--- src/rtl/pattern_scan_pkg.sv ---
// rtl/pattern_scan_pkg.sv - shared state encodings and width helper for the pattern scanner
package pattern_scan_pkg;

    typedef enum logic [1:0] {
        ST_IDLE   = 2'd0,
        ST_SHIFT  = 2'd1,
        ST_REPORT = 2'd2
    } state_e;

    function automatic int cnt_width(input int word_w);
        return $clog2(word_w + 1);
    endfunction

endpackage

--- src/rtl/pattern_match_core.sv ---
// rtl/pattern_match_core.sv - serial history register, fill counter and masked pattern compare
module pattern_match_core #(
    parameter int PAT_MAX = 8,
    parameter int LEN_W   = 4
) (
    input  logic               clk,
    input  logic               rst,
    input  logic               bit_valid,
    input  logic               bit_in,
    input  logic               clr,
    input  logic [PAT_MAX-1:0] pattern,
    input  logic [LEN_W-1:0]   len,
    input  logic               overlap,
    output logic               match
);

    localparam int FILL_W = $clog2(PAT_MAX + 1);
    localparam logic [FILL_W-1:0] FILL_MAX = FILL_W'(PAT_MAX);

    logic [PAT_MAX-1:0] hist_q;
    logic [PAT_MAX-1:0] hist_new;
    logic [PAT_MAX-1:0] mask;
    logic [FILL_W-1:0]  fill_q;
    logic [FILL_W-1:0]  fill_inc;
    logic [FILL_W-1:0]  len_eff;

    always_comb begin
        len_eff = FILL_W'(len);
        if (32'(len) > PAT_MAX) begin
            len_eff = FILL_MAX;
        end
        hist_new = {hist_q[PAT_MAX-2:0], bit_in};
        fill_inc = (fill_q == FILL_MAX) ? fill_q : fill_q + FILL_W'(1);
        for (int i = 0; i < PAT_MAX; i++) begin
            mask[i] = (i < int'(len_eff));
        end
        // fill counts bits since the last clear, so a match never uses stale history
        match = bit_valid && (len_eff != '0) && (fill_inc >= len_eff)
                && (((hist_new ^ pattern) & mask) == '0);
    end

    always_ff @(posedge clk) begin
        if (rst || clr) begin
            hist_q <= '0;
            fill_q <= '0;
        end else if (bit_valid) begin
            hist_q <= hist_new;
            fill_q <= (match && !overlap) ? '0 : fill_inc;
        end
    end

endmodule

--- src/rtl/pattern_scan_ctrl.sv ---
// rtl/pattern_scan_ctrl.sv - word-to-bit sequencer feeding the match core, one result per word
module pattern_scan_ctrl
    import pattern_scan_pkg::*;
#(
    parameter int WORD_W  = 8,
    parameter int PAT_MAX = 8,
    localparam int CNT_W  = cnt_width(WORD_W)
) (
    input  logic               clk,
    input  logic               rst,
    input  logic [PAT_MAX-1:0] cfg_pattern,
    input  logic [3:0]         cfg_len,
    input  logic               cfg_overlap,
    input  logic               in_valid,
    output logic               in_ready,
    input  logic [WORD_W-1:0]  in_data,
    input  logic               in_last,
    output logic               out_valid,
    input  logic               out_ready,
    output logic [CNT_W-1:0]   out_count,
    output logic [CNT_W-1:0]   out_first,
    output logic               out_hit
);

    localparam logic [CNT_W-1:0] LAST_IDX = CNT_W'(WORD_W - 1);
    localparam logic [CNT_W-1:0] NO_MATCH = CNT_W'(WORD_W);

    state_e              state_q, state_d;
    logic [WORD_W-1:0]   word_q, word_d;
    logic                last_q, last_d;
    logic [PAT_MAX-1:0]  pat_q, pat_d;
    logic [3:0]          len_q, len_d;
    logic                ovl_q, ovl_d;
    logic [CNT_W-1:0]    idx_q, idx_d;
    logic [CNT_W-1:0]    count_q, count_d;
    logic [CNT_W-1:0]    first_q, first_d;
    logic                bit_valid;
    logic                core_clr;
    logic                match;

    pattern_match_core #(
        .PAT_MAX (PAT_MAX),
        .LEN_W   (4)
    ) u_core (
        .clk       (clk),
        .rst       (rst),
        .bit_valid (bit_valid),
        .bit_in    (word_q[WORD_W-1]),
        .clr       (core_clr),
        .pattern   (pat_q),
        .len       (len_q),
        .overlap   (ovl_q),
        .match     (match)
    );

    always_comb begin
        state_d   = state_q;
        word_d    = word_q;
        last_d    = last_q;
        pat_d     = pat_q;
        len_d     = len_q;
        ovl_d     = ovl_q;
        idx_d     = idx_q;
        count_d   = count_q;
        first_d   = first_q;
        in_ready  = 1'b0;
        bit_valid = 1'b0;
        core_clr  = 1'b0;
        case (state_q)
            ST_IDLE: begin
                in_ready = !rst;
                if (in_valid) begin
                    word_d  = in_data;
                    last_d  = in_last;
                    pat_d   = cfg_pattern;
                    len_d   = cfg_len;
                    ovl_d   = cfg_overlap;
                    idx_d   = '0;
                    count_d = '0;
                    first_d = NO_MATCH;
                    state_d = ST_SHIFT;
                end
            end
            ST_SHIFT: begin
                bit_valid = 1'b1;
                word_d    = {word_q[WORD_W-2:0], 1'b0};
                idx_d     = idx_q + CNT_W'(1);
                if (match) begin
                    count_d = count_q + CNT_W'(1);
                    if (count_q == '0) begin
                        first_d = idx_q;
                    end
                end
                if (idx_q == LAST_IDX) begin
                    state_d = ST_REPORT;
                end
            end
            ST_REPORT: begin
                if (out_ready) begin
                    core_clr = last_q;
                    state_d  = ST_IDLE;
                end
            end
            default: state_d = ST_IDLE;
        endcase
    end

    always_ff @(posedge clk) begin
        if (rst) begin
            state_q <= ST_IDLE;
            word_q  <= '0;
            last_q  <= 1'b0;
            pat_q   <= '0;
            len_q   <= '0;
            ovl_q   <= 1'b0;
            idx_q   <= '0;
            count_q <= '0;
            first_q <= NO_MATCH;
        end else begin
            state_q <= state_d;
            word_q  <= word_d;
            last_q  <= last_d;
            pat_q   <= pat_d;
            len_q   <= len_d;
            ovl_q   <= ovl_d;
            idx_q   <= idx_d;
            count_q <= count_d;
            first_q <= first_d;
        end
    end

    assign out_valid = (state_q == ST_REPORT);
    assign out_count = count_q;
    assign out_first = first_q;
    assign out_hit   = (count_q != '0);

endmodule
--- config.mk ---
export PLATFORM = sky130hd
export DESIGN_NAME = pattern_scan_ctrl
export DESIGN_NICKNAME = d
export VERILOG_FILES = /design/src/rtl/pattern_scan_pkg.sv /design/src/rtl/pattern_match_core.sv /design/src/rtl/pattern_scan_ctrl.sv
export SDC_FILE = /design/constraint.sdc
export NUM_CORES = 1
export LEC_CHECK = 0
export ABC_AREA = 1
export CAP_MARGIN = 20
export CORE_UTILIZATION = 47
export DETAILED_ROUTE_END_ITERATION = 16
export MAX_ROUTING_LAYER = met4
export PLACE_DENSITY = 0.73
export SYNTH_ARGS = -nofsm -noshare
export SYNTH_HDL_FRONTEND = slang
export SYNTH_SLANG_ARGS = --single-unit
--- constraint.sdc ---
create_clock -name clk -period 2.94 [get_ports clk]
set_input_delay 0.441 -clock clk [delete_from_list [all_inputs] [get_ports clk]]
set_output_delay 0.441 -clock clk [all_outputs]
set_load 0.02 [all_outputs]
==> impl_metrics.json <==
{
  "io_buffers": 36,
  "synth_fp_nets": 361,
  "rows": 25,
  "layout.nets": 397,
  "critPathSlowestCell": "dfxtp_1",
  "worstHoldPathType": "reg -> reg",
  "htree_levels": 2,
  "synth_ff_type": "dfxtp_1",
  "cp.arrival_ps": 2420,
  "cp.required_ps": 3130,
  "fin_setup_tns_ps": 0,
  "setup_violations": 0,
  "dp_hpwl_um": 3510,
  "grt_pass1_vias": 1976,
  "cts_tree": "yes",
  "initial_core_util": 0.491,
  "crit_buf_inv": 3,
  "ctsResizeCount": 0,
  "whs_ps": 465,
  "n_antenna_cell": 0,
  "slew_violations": 0,
  "final_antenna_net_count": 0,
  "start_kind": "flop",
  "cp_max_fo": 13,
  "crit_chain": "inv_1 -> ha_1 -> nand3_1 -> xor2_1 -> inv_1 -> ha_1 -> nand4_1 -> nand3_1 -> nand2_1 -> inv_2 -> nand3_4 -> nand2_4 -> nand2_1 -> nand2_1 -> nand3_1",
  "drive_gt1_frac": 0.0799,
  "die_h_um": 72.2,
  "rsz0062_at_grt": "no",
  "synth_largest_area_cell": "dfxtp_1",
  "clock_skew_ps": 6.17,
  "critPathTopFamily": "simple AND/OR/NAND/NOR gates",
  "status": "completed",
  "crit_type": "reg -> reg",
  "post-route-period-util": 0.760,
  "antenna_found_initial": 0,
  "wl_per_cell_um": 11.5,
  "path_clk_slew_ps": 90,
  "coreArea_um2": 4720,
  "syn-cell-area_um2": 2320,
  "dpl_worst_slack_ps": 730,
  "clk_path_buf_depth": 2,
  "report.final.hold_viol_count": 0,
  "clk_latency_ps": 300,
  "p_comb_frac": 0.189,
  "cts_hold_buffers": 0,
  "p_sw_frac": 0.276,
  "fmax_mhz": 448,
  "gr-total-overflow": 0,
  "drt-pass1-iter-count": 4,
  "boundaryPins": 37,
  "power_density_nw_per_um2": 517,
  "synth_top_area_frac": 0.406,
  "yosys-top-cells-area": "dfxtp_1, nand2_1, a21oi_1",
  "crit_path_end_kind": "flop",
  "post-cts-setup-buffers": 0,
  "synth_edf_count": 0,
  "period_minus_slack_ps": 2230,
  "p_sw_uw": 409,
  "layout_setup_ws_ps": 705,
  "wirelength_um": 4940,
  "clkPwrFrac": 0.333,
  "leakagePower_uw": 0.00117,
  "viasPerCell": 4.94,
  "relSlewSlack": 0.673,
  "cts.sinks": 47,
  "synth_seq_cells": 47,
  "synth_most_common_cell": "nand2_1",
  "die_w_um": 72.2,
  "gp_congestion": 0.839,
  "via_count": 2126,
  "track_usage": 0.214,
  "nFillCells": 464,
  "p_seq_frac": 0.478,
  "final_cells": 430,
  "report.power.total_uw": 1480,
  "netlist-cell-type-count": 27,
  "cts_inserted_buffers": 5,
  "ys_warn_count": 0,
  "grt_max_degree": 29,
  "drcViolationCount": 0,
  "ir_drop_mv": 0.263,
  "clock-root-buffer": "clkbuf_8",
  "ys_seq_area_frac": 0.406,
  "grt_pass1_wl_um": 8500,
  "drv_cap": 0,
  "worst-slew-pin-transition_ps": 489,
  "drtIter0Drc": 80,
  "syn_avg_cell_area_um2": 7.11,
  "synthCells": 326,
  "async_flop_share": 0,
  "place_inst": 422,
  "area.growth.synth_to_final_pct": 23.5,
  "synth_common_cells": "nand2_1, dfxtp_1, nor2_1, a21oi_1, inv_1",
  "die_area_um2": 5220,
  "internal_power_uw": 1070,
  "max_stage_delay_ps": 410
}
## kinds of logic (layout without fill, tap and decap cells)
kind of cell	count (synthesis)	count (layout)	share of synthesized area
AND/OR/NAND/NOR	153	153	0.290
AO/OA/AOI/OAI	67	67	0.153
flip-flops	47	47	0.406
buffers and inverters	42	79	0.0718
adder cells (fa/ha/maj)	9	9	0.0486
XOR/XNOR	8	8	0.0302
## worst reg2reg max path: cells and delay by family (launching register included)
kind | cells | cell delay (ps)
adder cells (fa/ha/maj) | 2 | 480
XOR/XNOR | 1 | 210
AND/OR/NAND/NOR | 9 | 810
flip-flops | 1 | 410
buffers and inverters | 3 | 220
## sequential cells by signal, summed over array words and instances, names as in the netlist
name	flops
pat_q	8
word_q	8
u_core.hist_q	7
idx_q	4
len_q	4
out_count	4
out_first	4
u_core.fill_q	4
state_q	2
last_q	1
ovl_q	1
## path summary, 6_finish.rpt
check,slack (ps),start,end,cells after the start
setup / recovery,710,u_core.fill_q[0]$_SDFFE_PP0P_,out_first[3]$_SDFFE_PP1P_,15
hold / removal,470,word_q[0]$_SDFFE_PP0P_,word_q[0]$_SDFFE_PP0P_,2
setup reg to reg,710,u_core.fill_q[0]$_SDFFE_PP0P_,out_first[3]$_SDFFE_PP1P_,15
hold reg to reg,470,word_q[0]$_SDFFE_PP0P_,word_q[0]$_SDFFE_PP0P_,2
## cell type report
type	count	area (um^2)	area share
multi-input combinational	237	1210	0.423
sequential	47	941	0.329
timing repair buffer	41	398	0.139
inverter	30	113	0.0393
tap	67	83.8	0.0293
clock buffer	6	82.6	0.0288
clock inverter	2	35.0	0.0122
## power by group through the flow
| stage | logic (uW) | registers, uW | clock network (uW) |
|---|---|---|---|
| 2_1_floorplan | 183 | 724 | 0 |
| 3_3_place_gp | 274 | 721 | 0 |
| 3_5_place_dp | 280 | 722 | 0 |
| 4_1_cts | 282 | 707 | 505 |
| 5_1_grt | 318 | 713 | 525 |
| 6_report | 280 | 707 | 492 |
## stage by stage
step | cell area, um^2 | util
final | 2860 | 0.606
after global routing | 2860 | 0.606
after CTS | 2860 | 0.606
after detailed placement | 2750 | 0.581
after global placement | 2750 | 0.581
after floorplan | 2320 | -
## cell usage in the layout (no fill, tap or decap), drive strengths merged
cell type	instances
clkinv	2
a21oi	34
nor3	2
buf	5
a31oi	7
xnor2	1
nand3	26
ha	9
nand4	2
clkdlybuf4s50	36
nor2	38
clkbuf	6
dfxtp	47
bufinv	1
xor2	7
nand2	85
inv	29
o21ai	26
## metal layers
layer	routed length (um)	global-route usage
met1	2380	0.258
met2	2310	0.357
met3	195	0.0458
met4	57	0.0654
met5	0	-
(Power assumes the default switching activity.)
